**src/rtl/hog_fetch_ctrl_if.sv**
```systemverilog
// hog_fetch_ctrl_if: memory-read and neighbourhood-output bundle between the
// fetch sequencer (master) and the frame buffer / hog pipeline (slave).
interface hog_fetch_ctrl_if #(
  parameter int PIX_W  = 8,
  parameter int ADDR_W = 13
);
  // Frame buffer read port (single-port memory, one cycle read latency).
  logic                 mem_rd;
  logic [ADDR_W-1:0]    mem_addr;
  logic [PIX_W-1:0]     mem_data;

  // Packed neighbourhood stream towards the hog datapath.
  logic                 o_valid;
  logic                 o_ready;
  logic [4*PIX_W-1:0]   o_data;
  logic                 o_last;

  modport master (
    output mem_rd,
    output mem_addr,
    input  mem_data,
    output o_valid,
    input  o_ready,
    output o_data,
    output o_last
  );

  modport slave (
    input  mem_rd,
    input  mem_addr,
    output mem_data,
    input  o_valid,
    output o_ready,
    input  o_data,
    input  o_last
  );
endinterface

```
**src/rtl/hog_fetch_ctrl.sv**
```systemverilog
// hog_fetch_ctrl: raster-order frame scanner for the hog pipeline.
// For every centre pixel (x,y) the four neighbours are read one per cycle
// (top, bottom, left, right), captured, and presented as one packed word
// {top, bot, left, right} on a valid/ready stream. Six cycles per pixel
// when the consumer is always ready.
//
// Build option HOG_FETCH_REPLICATE_EN:
//   defined   -> out-of-frame neighbours are replaced by the nearest edge
//                pixel (clamped coordinate, read is still issued)
//   undefined -> out-of-frame neighbours are zero (no read is issued)
// Cycle timing is the same in both builds.
module hog_fetch_ctrl #(
  parameter int PIX_W  = 8,
  parameter int IMG_W  = 64,
  parameter int IMG_H  = 128,
  parameter int ADDR_W = 13
) (
  input  logic             clk,
  input  logic             rst,
  input  logic             start,
  output logic             busy,
  output logic             done,
  hog_fetch_ctrl_if.master bus
);

  localparam int X_W = (IMG_W > 1) ? $clog2(IMG_W) : 1;
  localparam int Y_W = (IMG_H > 1) ? $clog2(IMG_H) : 1;
  localparam logic [X_W-1:0] X_MAX = X_W'(IMG_W - 1);
  localparam logic [Y_W-1:0] Y_MAX = Y_W'(IMG_H - 1);

`ifdef HOG_FETCH_REPLICATE_EN
  // Border neighbours still read memory, at the clamped (own) coordinate.
  localparam logic EDGE_RD = 1'b1;
`else
  // Border neighbours issue no read and are captured as zero.
  localparam logic EDGE_RD = 1'b0;
`endif

  typedef enum logic [2:0] {
    ST_IDLE = 3'd0,
    ST_RD_T = 3'd1,
    ST_RD_B = 3'd2,
    ST_RD_L = 3'd3,
    ST_RD_R = 3'd4,
    ST_CAP  = 3'd5,
    ST_OUT  = 3'd6
  } state_t;

  state_t               state_r;
  state_t               state_nxt_s;
  logic [X_W-1:0]       x_r;
  logic [X_W-1:0]       x_nxt_s;
  logic [Y_W-1:0]       y_r;
  logic [Y_W-1:0]       y_nxt_s;
  logic                 last_pix_s;
  logic                 handshake_s;

  // Read request for the cycle after the coming edge.
  logic                 rd_nxt_s;
  logic [X_W-1:0]       rd_x_s;
  logic [Y_W-1:0]       rd_y_s;
  logic [ADDR_W-1:0]    addr_nxt_s;

  logic                 mem_rd_r;
  logic [ADDR_W-1:0]    mem_addr_r;
  logic                 data_vld_r;
  logic [PIX_W-1:0]     cap_pix_s;
  logic [PIX_W-1:0]     top_r;
  logic [PIX_W-1:0]     bot_r;
  logic [PIX_W-1:0]     left_r;
  logic [4*PIX_W-1:0]   o_data_r;
  logic                 o_valid_r;
  logic                 busy_r;
  logic                 done_r;

  // Linear frame-buffer address of pixel (x,y): y*IMG_W + x, unsigned.
  function automatic logic [ADDR_W-1:0] lin_addr(
    input logic [X_W-1:0] x,
    input logic [Y_W-1:0] y
  );
    return (ADDR_W'(y) * ADDR_W'(IMG_W)) + ADDR_W'(x);
  endfunction

  // Scan position and handshake decode: sequence the four reads, then hold
  // OUT until the consumer accepts, then step to the next raster pixel.
  always_comb begin
    state_nxt_s = state_r;
    x_nxt_s     = x_r;
    y_nxt_s     = y_r;
    handshake_s = 1'b0;
    last_pix_s  = (x_r == X_MAX) && (y_r == Y_MAX);
    case (state_r)
      ST_IDLE: begin
        if (start) begin
          state_nxt_s = ST_RD_T;
          x_nxt_s     = {X_W{1'b0}};
          y_nxt_s     = {Y_W{1'b0}};
        end else begin
          state_nxt_s = ST_IDLE;
        end
      end
      ST_RD_T: state_nxt_s = ST_RD_B;
      ST_RD_B: state_nxt_s = ST_RD_L;
      ST_RD_L: state_nxt_s = ST_RD_R;
      ST_RD_R: state_nxt_s = ST_CAP;
      ST_CAP:  state_nxt_s = ST_OUT;
      ST_OUT: begin
        if (bus.o_ready) begin
          handshake_s = 1'b1;
          if (last_pix_s) begin
            state_nxt_s = ST_IDLE;
          end else begin
            state_nxt_s = ST_RD_T;
            if (x_r == X_MAX) begin
              x_nxt_s = {X_W{1'b0}};
              y_nxt_s = y_r + Y_W'(1);
            end else begin
              x_nxt_s = x_r + X_W'(1);
            end
          end
        end else begin
          state_nxt_s = ST_OUT;
        end
      end
      default: begin
        state_nxt_s = ST_IDLE;
        x_nxt_s     = {X_W{1'b0}};
        y_nxt_s     = {Y_W{1'b0}};
      end
    endcase
  end

  // Neighbour read for the upcoming state. Bounds are tested on the centre
  // coordinate before any subtraction, so an address can never wrap. The
  // default neighbour coordinate is the centre itself, which is exactly the
  // clamped coordinate when the neighbour falls off the frame edge.
  always_comb begin
    rd_nxt_s = 1'b0;
    rd_x_s   = x_nxt_s;
    rd_y_s   = y_nxt_s;
    case (state_nxt_s)
      ST_RD_T: begin
        if (y_nxt_s != {Y_W{1'b0}}) begin
          rd_nxt_s = 1'b1;
          rd_y_s   = y_nxt_s - Y_W'(1);
        end else begin
          rd_nxt_s = EDGE_RD;
        end
      end
      ST_RD_B: begin
        if (y_nxt_s != Y_MAX) begin
          rd_nxt_s = 1'b1;
          rd_y_s   = y_nxt_s + Y_W'(1);
        end else begin
          rd_nxt_s = EDGE_RD;
        end
      end
      ST_RD_L: begin
        if (x_nxt_s != {X_W{1'b0}}) begin
          rd_nxt_s = 1'b1;
          rd_x_s   = x_nxt_s - X_W'(1);
        end else begin
          rd_nxt_s = EDGE_RD;
        end
      end
      ST_RD_R: begin
        if (x_nxt_s != X_MAX) begin
          rd_nxt_s = 1'b1;
          rd_x_s   = x_nxt_s + X_W'(1);
        end else begin
          rd_nxt_s = EDGE_RD;
        end
      end
      default: begin
        rd_nxt_s = 1'b0;
      end
    endcase
    if (rd_nxt_s) begin
      addr_nxt_s = lin_addr(rd_x_s, rd_y_s);
    end else begin
      addr_nxt_s = {ADDR_W{1'b0}};
    end
  end

  // Data returning this cycle belongs to last cycle's read; a skipped read
  // (zero-padded border) returns zero instead of whatever the memory holds.
  always_comb begin
    if (data_vld_r) begin
      cap_pix_s = bus.mem_data;
    end else begin
      cap_pix_s = {PIX_W{1'b0}};
    end
  end

  // State and scan coordinates.
  always_ff @(posedge clk or posedge rst) begin
    if (rst) begin
      state_r <= ST_IDLE;
      x_r     <= {X_W{1'b0}};
      y_r     <= {Y_W{1'b0}};
    end else begin
      state_r <= state_nxt_s;
      x_r     <= x_nxt_s;
      y_r     <= y_nxt_s;
    end
  end

  // Registered control outputs, decoded one cycle ahead from the next state
  // so they line up with the state they belong to.
  always_ff @(posedge clk or posedge rst) begin
    if (rst) begin
      mem_rd_r   <= 1'b0;
      mem_addr_r <= {ADDR_W{1'b0}};
      data_vld_r <= 1'b0;
      o_valid_r  <= 1'b0;
      busy_r     <= 1'b0;
      done_r     <= 1'b0;
    end else begin
      mem_rd_r   <= rd_nxt_s;
      mem_addr_r <= addr_nxt_s;
      data_vld_r <= mem_rd_r;
      o_valid_r  <= (state_nxt_s == ST_OUT);
      busy_r     <= (state_nxt_s != ST_IDLE);
      done_r     <= handshake_s && last_pix_s;
    end
  end

  // Neighbour capture: each pixel arrives one state after its read; the
  // right neighbour goes straight into the output word with the other three.
  always_ff @(posedge clk or posedge rst) begin
    if (rst) begin
      top_r    <= {PIX_W{1'b0}};
      bot_r    <= {PIX_W{1'b0}};
      left_r   <= {PIX_W{1'b0}};
      o_data_r <= {(4*PIX_W){1'b0}};
    end else begin
      case (state_r)
        ST_RD_B: top_r    <= cap_pix_s;
        ST_RD_L: bot_r    <= cap_pix_s;
        ST_RD_R: left_r   <= cap_pix_s;
        ST_CAP:  o_data_r <= {top_r, bot_r, left_r, cap_pix_s};
        default: begin
          top_r    <= top_r;
          bot_r    <= bot_r;
          left_r   <= left_r;
          o_data_r <= o_data_r;
        end
      endcase
    end
  end

  assign bus.mem_rd   = mem_rd_r;
  assign bus.mem_addr = mem_addr_r;
  assign bus.o_valid  = o_valid_r;
  assign bus.o_data   = o_data_r;
  assign bus.o_last   = (state_r == ST_OUT) && last_pix_s;
  assign busy         = busy_r;
  assign done         = done_r;

endmodule

```
**src/flat_wrapper.sv**
```systemverilog
// flat-port wrapper written by rule: the top's interface ports become plain ports
module hog_fetch_ctrl_flat 
#(
  parameter int PIX_W  = 8,
  parameter int IMG_W  = 64,
  parameter int IMG_H  = 128,
  parameter int ADDR_W = 13
)
  (clk, rst, start, busy, done, bus_mem_rd, bus_mem_addr, bus_mem_data, bus_o_valid, bus_o_ready, bus_o_data, bus_o_last);
  hog_fetch_ctrl_if #(.PIX_W(PIX_W), .ADDR_W(ADDR_W)) bus_i ();
  input  logic clk;
  input  logic rst;
  input  logic start;
  output logic busy;
  output logic done;
  output wire logic [$bits(bus_i.mem_rd)-1:0] bus_mem_rd;
  output wire logic [$bits(bus_i.mem_addr)-1:0] bus_mem_addr;
  input wire logic [$bits(bus_i.mem_data)-1:0] bus_mem_data;
  output wire logic [$bits(bus_i.o_valid)-1:0] bus_o_valid;
  input wire logic [$bits(bus_i.o_ready)-1:0] bus_o_ready;
  output wire logic [$bits(bus_i.o_data)-1:0] bus_o_data;
  output wire logic [$bits(bus_i.o_last)-1:0] bus_o_last;
  assign bus_mem_rd = bus_i.mem_rd;
  assign bus_mem_addr = bus_i.mem_addr;
  assign bus_i.mem_data = bus_mem_data;
  assign bus_o_valid = bus_i.o_valid;
  assign bus_i.o_ready = bus_o_ready;
  assign bus_o_data = bus_i.o_data;
  assign bus_o_last = bus_i.o_last;
  hog_fetch_ctrl #(.PIX_W(PIX_W), .IMG_W(IMG_W), .IMG_H(IMG_H), .ADDR_W(ADDR_W)) u_core (.clk(clk), .rst(rst), .start(start), .busy(busy), .done(done), .bus(bus_i));
endmodule
```
**config.mk**
```make
export PLATFORM = sky130hd
export DESIGN_NAME = hog_fetch_ctrl_flat
export DESIGN_NICKNAME = d
export VERILOG_FILES = /design/src/rtl/hog_fetch_ctrl_if.sv /design/src/rtl/hog_fetch_ctrl.sv /design/src/flat_wrapper.sv
export SDC_FILE = /design/constraint.sdc
export NUM_CORES = 1
export LEC_CHECK = 0
export ABC_CLOCK_PERIOD_IN_PS = 3000
export CAP_MARGIN = 25
export CORE_UTILIZATION = 50
export DETAILED_ROUTE_END_ITERATION = 8
export GPL_TIMING_DRIVEN = 1
export PLACE_DENSITY = 0.77
export SYNTH_ARGS = -nofsm -noshare
export SYNTH_HDL_FRONTEND = slang
export SYNTH_SLANG_ARGS = --single-unit
```
**constraint.sdc**
```tcl
create_clock -name clk -period 3 [get_ports clk]
set_clock_uncertainty 0.05 [all_clocks]
set_input_delay 0.6 -clock clk [delete_from_list [all_inputs] [get_ports clk]]
set_output_delay 0.6 -clock clk [all_outputs]
set_load 0.01 [all_outputs]
```
==> impl_metrics.yaml, run 1 <==
worst_setup_path:
  end_kind: "register"
  cp-start-kind: "register"
  worstPathRequired_ns: 3.19
  worstPathMaxFanout: 6
  worstRegToRegCells: 11
  worstPathCellList: "or4b_4, nand2_4, nand2_1, o22ai_2, ha_2, o211a_1, o211ai_1, o41ai_2, and2b_2, and2_4, nor2_1"
  critical_path_arrival_ns: 3.15
  critPathMaxStageDelay_ns: 0.58
  slowest_stage: "or4b_4"
  worstSetupPathType: "reg -> reg"
routing:
  via_per_inst: 5.91
  routed_wl_um: 12300
  drcViolationCount: 0
  drt-pass1-iter-count: 4
  drt-initial-drc-count: 257
  final_antenna_net_count: 0
  via_count: 4164
  wl_per_cell_um: 17.5
placed_design:
  placed_cells: 675
  portBuffers: 61
  gp_congestion: 0.947
  dp_hpwl_um: 8820
  placed_area_sq_mm: 0.00580
  dp_slack_ns: -0.475
clocking:
  cts_made_buffers: 9
  tritoncts: "built"
  cts_htree_levels: 3
  clk_latency_ns: 0.37
  clk_pin_slew_ns: 0.10
  clk_path_buf_depth: 2
  holdBufCountCts: 0
  cts_root_buf: "clkbuf_8"
  clkSinkCount: 90
synth:
  syn_avg_cell_area_sq_um: 10.1
  ys_warn_count: 0
  yosysMostFrequentCell: "dfrtp_1"
  yosysTopAreaCellShare: 0.501
  synthTopCellsByArea: "dfrtp_1 50%, mux2_2 6.3%, nand2_1 5.7%, o21ai_0 4.5%, a21oi_1 2.0%"
  ys_seq_area_frac: 0.501
  ys_types: 71
  ys.flop_type: "dfrtp_1"
  yosys.area.top_type: "dfrtp_1"
  netlist_area_sq_mm: 0.00450
  mappedNetlistNets: 464
  synthArstFlopShare: 1.00
  ys_ff_latch: 90
  synth_edf_count: 0
  synthCells: 445
  synth_common_cells: "90 x dfrtp_1, 68 x nand2_1, 40 x o21ai_0"
die:
  dieHeight_um: 96.8
  die_area_sq_mm: 0.00938
  coreArea_sq_mm: 0.00872
  num_rows: 34
  start_util: 0.516
  pin_count: 62
  die_x_um: 96.8
sta:
  relSlewSlack: 0.562
  post-route-min-period_ns: 2.95
  worst_slew_pin_slew_ns: 0.656
  max_freq_ghz: 0.339
  setup_ws_ns: 0.0468
  rsz0062_at_grt: "true"
  finalMaxSlewViolations: 0
  setup_viol: 0
  hold_violations: 0
  fin_crit_sh: 0.984
final_layout:
  post-route-util: 0.713
  nets: 610
  n_antenna_cell: 0
  areaGrowthSynthToFinish_pct: 38.2
  drive_gt1_frac: 0.305
  multi_input_area_sq_mm: 0.00219
  fillCellCount: 638
  finalInstanceArea_sq_mm: 0.00622
  final_cells: 704
  regArea_sq_mm: 0.00225
power:
  switching_share: 0.369
  p_seq_frac: 0.360
  ir_drop_mv: 0.410
  p_sw_w: 0.00182
  p_comb_frac: 0.451
  leakagePower_nw: 2.79
  finalPower_w: 0.00493
  p_per_area_mw_per_mm2: 793
  power_frac_clock: 0.189
  power.internal_w: 0.00311
outcome:
  outcome: "completed"
run:
  maxCapViolations: 0
global_route:
  grt_overflow_total: 0
  grt_max_degree: 46
  grt_first_pass_wirelength_um: 20100
  grt_usage: 0.269
  first_global_vias: 4057
  antenna_found_initial: 0
hold_path:
  hold_depth: 0
  hp-class: "reg -> reg"
[critical path: cells and delay by family, from the launching register on]
family,cells,cell delay [ns]
AND/OR/NAND/NOR,6,1.26
AO/OA/AOI/OAI,4,0.83
flip-flops,1,0.47
adder cells (fa/ha/maj),1,0.22
[final cells by class]
class / instances / area share
Multi-Input combinational cell: 317 / 0.352
Tap cell: 108 / 0.0217
Clock buffer: 10 / 0.0205
Inverter: 14 / 0.00865
Timing Repair Buffer: 159 / 0.220
Sequential cell: 90 / 0.362
Clock inverter: 6 / 0.0151
[logic make-up after synthesis]
family,after synthesis,share of synthesized area
simple gates,168,0.194
compound gates,109,0.170
flops,90,0.501
buf+inv,39,0.0389
mux,29,0.0715
fa+ha+maj,7,0.0195
xor+xnor,3,0.00584
[repair_timing]
item | 4_1_cts | 5_1_grt
setup buffers | 1 | 11
cloned | 0 | 1
pin swaps | 1 | 10
resized for setup | 3 | 25
setup endpoints to repair | 11 | 14
[sequential cells by signal, indices dropped and copies added, names as in the netlist, 3 cells and up]
register and count:
u_core.bot_r 8, u_core.bus.mem_addr 13, u_core.bus.o_data 32, u_core.left_r 8
u_core.state_r 3, u_core.top_r 8, u_core.x_r 6, u_core.y_r 7
[stage by stage]
stage	hold slack (ns)	TNS (ns)
final	0.380	0
after global routing	0.388	-0.840
after CTS	0.371	0
after detailed placement	0.332	-5.98
after global placement	0.337	-4.80
after floorplan	0.366	0
[power by group through the flow]
| stage | Combinational [W] | Clock [W] | Sequential, W |
|---|---|---|---|
| after floorplan | 0.00115 | 0 | 0.00181 |
| after global placement | 0.00205 | 0 | 0.00177 |
| after detailed placement | 0.00210 | 0 | 0.00179 |
| after CTS | 0.00212 | 0.000948 | 0.00177 |
| after global routing | 0.00239 | 0.00100 | 0.00182 |
| final | 0.00222 | 0.000933 | 0.00178 |
[layout by cell type, fill, tap and decap left out, drive strengths merged, types with 10 or more instances in the layout]
master and instances:
a21oi 18, buf 98, clkbuf 10, clkdlybuf4s50 59
dfrtp 90, inv 15, mux2 25, nand2 69
nand3 13, nor2 21, nor3 16, o21ai 43
[worst paths after layout]
kind	start	endpoint	slack [ns]
setup / recovery	u_core.state_r[2]	u_core.bus.mem_addr[8]	0.05
hold / removal	u_core.bus.mem_rd	u_core.data_vld_r	0.38
setup reg to reg	u_core.state_r[2]	u_core.bus.mem_addr[8]	0.05
hold reg to reg	u_core.bus.mem_rd	u_core.data_vld_r	0.38
max in group asynchronous	rst	u_core.left_r[7]	1.68
min in group asynchronous	rst	u_core.bus.mem_rd	0.58
[per-layer routing]
layer	track usage	vias up	routed length, um
met5	0	-	0
met4	0.0918	0	236
met3	0.0499	23	585
met2	0.430	146	5820
met1	0.370	2072	5650
li1	-	1923	-
No activity file was read; power rests on OpenSTA's default activity.
==> inputs of run 2 (changes only) <==
CAP_MARGIN = 20   (was 25)
==> results of run 2 <==
No change in the layout: final DEF, timing and power equal those of run 1.
